[src/rtl/desc_alloc_ctrl.sv]
// Descriptor slot allocator: grants free slot indices round-robin and tracks
// per-slot busy state, releasing slots on indexed completion events.
module desc_alloc_ctrl #(
  parameter  int unsigned MAX_DESC = 16,
  localparam int unsigned IDX_W    = $clog2(MAX_DESC)
) (
  input  logic                clk,
  input  logic                rst_n,
  input  logic                alloc_req,
  output logic                alloc_rdy,
  output logic                alloc_vld,
  output logic [IDX_W-1:0]    alloc_idx,
  input  logic                done_vld,
  input  logic [IDX_W-1:0]    done_idx,
  input  logic                flush,
  output logic [MAX_DESC-1:0] busy,
  output logic [IDX_W:0]      free_cnt,
  output logic                err_done
);

  localparam logic [IDX_W:0]   MAX_CNT  = (IDX_W+1)'(MAX_DESC);
  localparam logic [IDX_W-1:0] LAST_IDX = IDX_W'(MAX_DESC - 1);

  logic [MAX_DESC-1:0] busy_q, busy_d;
  logic [IDX_W:0]      free_q, free_d;
  logic [IDX_W-1:0]    rr_q, rr_d, idx_q, idx_d, sel_idx;
  logic                vld_q, vld_d, err_q, err_d;
  logic                grant, found, done_in_range, done_ok;

  assign alloc_rdy     = (free_q != '0) && !flush;
  assign grant         = alloc_req && alloc_rdy;
  assign done_in_range = {1'b0, done_idx} < MAX_CNT;
  assign done_ok       = done_vld && done_in_range && busy_q[done_idx];

  // First free slot at or above rr_q, wrapping; only the registered busy
  // vector is searched, so a slot freed this cycle cannot be granted.
  always_comb begin
    int unsigned      p;
    logic [IDX_W-1:0] cand;
    sel_idx = '0;
    found   = 1'b0;
    p       = 0;
    cand    = '0;
    for (int unsigned k = 0; k < MAX_DESC; k++) begin
      p = int'(rr_q) + k;
      if (p >= MAX_DESC) p = p - MAX_DESC;
      cand = IDX_W'(p);
      if (!found && !busy_q[cand]) begin
        found   = 1'b1;
        sel_idx = cand;
      end
    end
  end

  always_comb begin
    busy_d = busy_q;
    free_d = free_q;
    rr_d   = rr_q;
    idx_d  = idx_q;
    vld_d  = 1'b0;
    err_d  = 1'b0;
    if (flush) begin
      busy_d = '0;
      free_d = MAX_CNT;
      rr_d   = '0;
    end else begin
      if (done_ok) busy_d[done_idx] = 1'b0;
      if (grant) begin
        busy_d[sel_idx] = 1'b1;
        vld_d           = 1'b1;
        idx_d           = sel_idx;
        rr_d            = (sel_idx == LAST_IDX) ? '0 : sel_idx + 1'b1;
      end
      free_d = free_q - (IDX_W+1)'(grant) + (IDX_W+1)'(done_ok);
      err_d  = done_vld && !done_ok;
    end
  end

  always_ff @(posedge clk or negedge rst_n) begin
    if (!rst_n) begin
      busy_q <= '0;
      free_q <= MAX_CNT;
      rr_q   <= '0;
      idx_q  <= '0;
      vld_q  <= 1'b0;
      err_q  <= 1'b0;
    end else begin
      busy_q <= busy_d;
      free_q <= free_d;
      rr_q   <= rr_d;
      idx_q  <= idx_d;
      vld_q  <= vld_d;
      err_q  <= err_d;
    end
  end

  assign busy      = busy_q;
  assign free_cnt  = free_q;
  assign alloc_vld = vld_q;
  assign alloc_idx = idx_q;
  assign err_done  = err_q;

endmodule
[config.mk]
export PLATFORM = sky130hd
export DESIGN_NAME = desc_alloc_ctrl
export DESIGN_NICKNAME = d
export VERILOG_FILES = /design/src/rtl/desc_alloc_ctrl.sv
export SDC_FILE = /design/constraint.sdc
export NUM_CORES = 1
export LEC_CHECK = 0
export BUFFER_PORTS_ARGS = -buffer_cell sky130_fd_sc_hd__buf_2
export CORE_MARGIN = 3
export CORE_UTILIZATION = 35
export CTS_BUF_LIST = sky130_fd_sc_hd__clkbuf_16
export DETAILED_ROUTE_END_ITERATION = 10
export MAX_ROUTING_LAYER = met4
export SYNTH_ARGS = -nofsm -noshare
export SYNTH_HDL_FRONTEND = slang
export SYNTH_SLANG_ARGS = --single-unit
[constraint.sdc]
create_clock -name clk -period 5 [get_ports clk]
set_input_delay 0.25 -clock clk [delete_from_list [all_inputs] [get_ports clk]]
set_output_delay 0.25 -clock clk [all_outputs]
set_load 0.01 [all_outputs]
## Word-level counts from Yosys, hierarchy flattened

Index checks and enable logic that the tools add are counted.

- Register bits: 31
- Bits of input ports: 9
- Word-level logic and storage cells: 232

- Equality and inequality tests: 1
- Add/subtract/negate cells: 34
- Reductions and logical operators: 55
- $lt $le $gt $ge: 36
- Multiplexer cells: 96
- Bitwise operators: 4

Operators by type and width:

| kind | number |
|---|---|
| $mux W4 | 35 |
| $lt A4 B5 Y1 const B | 18 |
| $ge A5 B5 Y1 const B | 15 |
| $bmux W1 S4 | 17 |
| $mux W16 | 4 |
| $sub A4 B1 Y4 const B | 16 |
| $add A4 B4 Y5 const B | 8 |
| $mux W1 | 37 |
| $logic_not A1 Y1 | 31 |
| $logic_and A1 B1 Y1 | 21 |
| $add A4 B3 Y5 const B | 4 |
| $and A16 B16 Y16 | 1 |
| $not A16 Y16 | 1 |
| $or A16 B16 Y16 | 1 |
| $add A4 B2 Y5 const B | 2 |
| $demux W1 S4 | 2 |
| $ge A4 B1 Y1 const B | 2 |
| $add A4 B1 Y5 const B | 1 |
| $add A5 B1 Y5 | 1 |
| $ge A4 B5 Y1 const B | 1 |
| $mux W5 | 1 |
| $reduce_bool A5 Y1 | 1 |
| $sub A5 B1 Y5 | 1 |
| $add A4 B1 Y4 const B | 1 |
| 4 further kinds | 4 |

## Depth between registers and ports, before layout

- Depth after elaboration: 57
- Depth in mapped cells: 18

## Worst setup path after synthesis

OpenSTA, ideal clock, no wires.

- Path kind: reg2reg
- Start point: register rr_q[2]
- End point: register rr_q[3]
- Cell stages (with the launch flop): 19
- Data arrival time: 4,257 ps
- Setup slack: 620 ps
- Required time: 4,877 ps
- Path through: dfrtp_1 buf_4 clkbuf_1 inv_1 clkbuf_1 ha_1 buf_1 inv_1 mux4_2 nand4_1 or4_4 buf_6 o221ai_2 nand3_2 a211oi_4 ha_1 a21oi_1 o21ai_1 a21oi_1

- Longest elaborated chain between the ends: 54
- Elaborated cells between the ends (all ways): 175

Ends and longest elaborated chain:

| element | RTL line | source |
|---|---|---|
| start: declaration | 26 | `logic [IDX_W-1:0] rr_q, rr_d, idx_q, idx_d, sel_idx;` |
| start signal: assignment | 90 | `rr_q <= rr_d;` |
| $add A4 B1 Y5 | 45 | `p = int'(rr_q) + k;` |
| $sub A4 B1 Y4 or $ge A5 B5 Y1 (tied branches) | 46 | `if (p >= MAX_DESC) p = p - MAX_DESC;` |
| $mux W4 | 46 |  |
| $bmux W1 S4 | 48 | `if (!found && !busy_q[cand]) begin` |
| $mux W1 (not written as such) | 48 |  |
| $logic_not A1 Y1 | 48 |  |
| $logic_and A1 B1 Y1 | 48 |  |
| $mux W1 | 48 |  |
| [... 39 more ...] | -- |  |
| $logic_not A1 Y1 | 48 |  |
| $logic_and A1 B1 Y1 | 48 |  |
| $mux W4 (*) | 48 |  |
| via sel_idx[0] | 26 |  |
| $add A4 B1 Y4 or $eq A4 B4 Y1 (tied branches) | 72 | `rr_d = (sel_idx == LAST_IDX) ? '0 : sel_idx + 1'b1;` |
| $mux W4 (*) | 72 |  |
| $mux W4 (*) | 68 | `if (grant) begin` |
| $mux W4 (*) | 62 | `if (flush) begin` |

The timed path passes the listed nets; every way through them passes the cells marked *. The select of a mux whose other input is x is not followed.
A chain may end at the register's enable or synchronous reset.

## Final worst setup path

- Start point: register rr_q[0]
- End point: register rr_q[3]

Same word-level chain as after synthesis.

==> results.toml <==
[placement]
place_area_sq_mm = 0.00440
gp_congestion = 1.03
dp_hpwl_mm = 10.2
io_buffers = 36

[die]
die_area_sq_mm = 0.0130
core-area_sq_mm = 0.0111
io_pins = 37
die_x_um = 114
rows = 38
fp.dieH_um = 114
start_util_pct = 36.7

[sta]
fin_setup_tns_ns = 0
period_needed_ns = 4.67
fmax_mhz = 214
drv_slew = 0
final_hold_viol_count = 0
maxSlewHeadroom_pct = 44.9
finalCritPeriodShare_pct = 93.3
setup-violations-final = 0
rsz0062_at_grt = "false"
fin_worst_skew_ns = 0.00191
tightest_slew_ns = 0.826

[power]
power_density_mw_per_mm2 = 511
ir_drop_mv = 0.383
p_leak_nw = 1.86

[clock_tree]
cts.htree.levels = 2
cts_buffers = 5
clk_pin_slew_worst_paths_ns = 0.05
ctsResizeCount = 0
clockBufferDepth = 2
cts_tree = "done"
cts_setup_buffers = 0
clock_latency_ns = 0.27
holdBufCountCts = 0
clockRootBuffer = "clkbuf_16"
clkSinkCount = 31

[outcome]
status = "complete, no violations"

[routing]
vias = 4000
drt-met1-wl_mm = 5.57
drt_iter0_markers = 285
drtAntennaViolNets = 0
top_layer_used = "met4"
firstDrtPassIters = 5
met2WireLength_mm = 6.27
drc = 0
wl_mm = 13.2
wire_per_inst_um = 20.9
via_per_inst = 6.31
wl_met3_um = 858

[global_route]
grt-ovfl-total = 0
track_usage_pct = 21.1
grt_max_degree = 32
grt_pass1_wl_mm = 21.1
antenna_found_initial = 0
grt_pass1_vias = 3877

[hold_path]
hold_class = "in -> async"

[finish]
synthToLayoutAreaGrowth_pct = 10.9
mostFrequentLayoutCell = "a21oi_1"
final_cell_area_sq_mm = 0.00453
final_cell_mix = "40 x a21oi_1, 39 x nand2_1, 36 x o21ai_0, 36 x buf_2, 34 x nor2_1"
final_layout_size_suffix_gt1_share_pct = 24.7
diodes = 0
fin_nets = 520
fillers = 1151

[logic_synthesis]
ys_types = 80
synthMuxAreaShare_pct = 25.2
syn_inst = 461
synthSimpleGateAreaFrac_pct = 16.8
synth-compound-area-share_pct = 23.2
synth_fp_nets = 488
ys.flop_type = "dfrtp_1"
synthArstFlopShare_pct = 100
ys_ff_latch = 31
synth_top_family_by_area = "multiplexers"
yosysWarnings = 0
synth_xor_xnor_area_share_pct = 4.84
synthAdderAreaFrac_pct = 5.70
syn_area_sq_mm = 0.00409
synth_edf_count = 0
avgSynthCellArea_sq_um = 8.86
ys_seq_area_share_pct = 19.0

[setup_path]
worst-r2r-setup-slack_ns = 0.33
crit_path_cell_trace = "clkinv_2 -> ha_1 -> mux2_2 -> mux4_2 -> mux2i_1 -> or3_4 -> or4_4 -> o221ai_2 -> nand3_2 -> a211oi_4 -> ha_1 -> a21oi_1 -> o21ai_1 -> a21oi_1"
cp.arrival_ns = 4.82
end_kind = "flop"
critical-path-max-stage-delay_ns = 0.74
critPathSlowestCell = "ha_1"
startpoint_type = "flop"
crit_type = "reg -> reg"
required_ns = 5.16
path_max_fanout = 14
reg2reg_depth = 14

[run]
maxCapViolCount = 0
power by group:
group | switching, mW | leakage [nW] | internal [mW]
Combinational | 1.01 | 1.37 | 0.644
Sequential | 0.0705 | 0.417 | 0.305
Clock | 0.104 | 0.0701 | 0.179
synthesized netlist by cell type, types with 3 or more instances:
cell       n  area, sq um
a21o_1     3         22.5
a21oi_1   40          200
a21oi_2    3         26.3
a221oi_1   3         26.3
a31oi_1    5         31.3
buf_2      3         15.0
buf_6      4         45.0
clkbuf_1  11         41.3
dfrtp_1   30          751
ha_1      17          213
inv_1     22         82.6
mux2_1     4         45.0
mux2_2    14          158
mux2i_1   17          170
mux4_2    25          563
nand2_1   39          146
nand2b_1   8         50.1
nand3_1   18         90.1
nand4_1    4         25.0
nor2_1    34          128
nor2b_1    4         25.0
nor3_1     4         20.0
o211ai_1   4         30.0
o21a_1     4         30.0
o21ai_0   36          180
o21ai_1    7         35.0
o22ai_1    9         56.3
o32a_1     3         30.0
o32ai_1    5         43.8
or2_2      5         31.3
or3_1      5         31.3
xnor2_1    8         70.1
xor2_1     4         35.0
xor2_2     3         48.8
per-stage QoR:
stage / utilization, % / hold slack, ns / setup WS [ns] / total power, mW / cells
after floorplan: - / -0.0456 / 0.620 / 1.59 / 461
after global placement: 39.5 / 0.331 / 0.463 / 1.99 / 626
after detailed placement: 39.5 / 0.333 / 0.374 / 2.00 / 626
after CTS: 40.7 / 0.0439 / 0.354 / 2.29 / 634
after global routing: 40.7 / 0.0824 / 0.0576 / 2.48 / 634
final: 40.7 / 0.0149 / 0.333 / 2.31 / 634
sequential cells by signal, summed over array words and instances, names as in the netlist:
name       cells
alloc_idx      4
busy          16
free_cnt       5
rr_q           4
err_done       1
alloc_vld      1
cells by family (layout without fill, tap and decap cells):
family	Yosys count	in the layout
XOR/XNOR	17	17
AO/OA/AOI/OAI	146	146
buffers and inverters	46	79
adder cells (fa/ha/maj)	18	18
flip-flops	31	31
AND/OR/NAND/NOR	138	138
multiplexers	65	65
final timing paths:
path                                endpoint          from
worst max register to register       rr_q[3]       rr_q[0]
worst min-delay path             free_cnt[2]         rst_n
min in group clk                    err_done      done_vld
max in group asynchronous            busy[0]         rst_n
worst max-delay path                 rr_q[3]       rr_q[0]
worst min register to register  alloc_idx[2]  alloc_idx[2]
per-layer routing:
layer	vias to the layer above	global-route usage, %
li1	1807	-
met1	1954	27.5
met4	0	8.16
met2	197	33.6
met3	42	2.28
met5	-	-
worst max-delay path: cells and delay by family, from the launching register on:
kind | cells | cell delay (ns)
AND/OR/NAND/NOR | 3 | 1.15
adder cells (fa/ha/maj) | 2 | 1.11
AO/OA/AOI/OAI | 5 | 0.99
multiplexers | 3 | 0.73
flip-flops | 1 | 0.36
buffers and inverters | 1 | 0.18
cell type report:
type                            count  area (sq um)  share of cell area, %
Tap cell                          140           175                   3.87
Timing Repair Buffer               46           255                   5.63
Clock inverter                      3          11.3                  0.248
Sequential cell                    31           777                   17.1
Multi-Input combinational cell    384          3090                   68.2
Clock buffer                        5           125                   2.76
Inverter                           25          95.1                   2.10
Power figures use the tool's default switching activity.
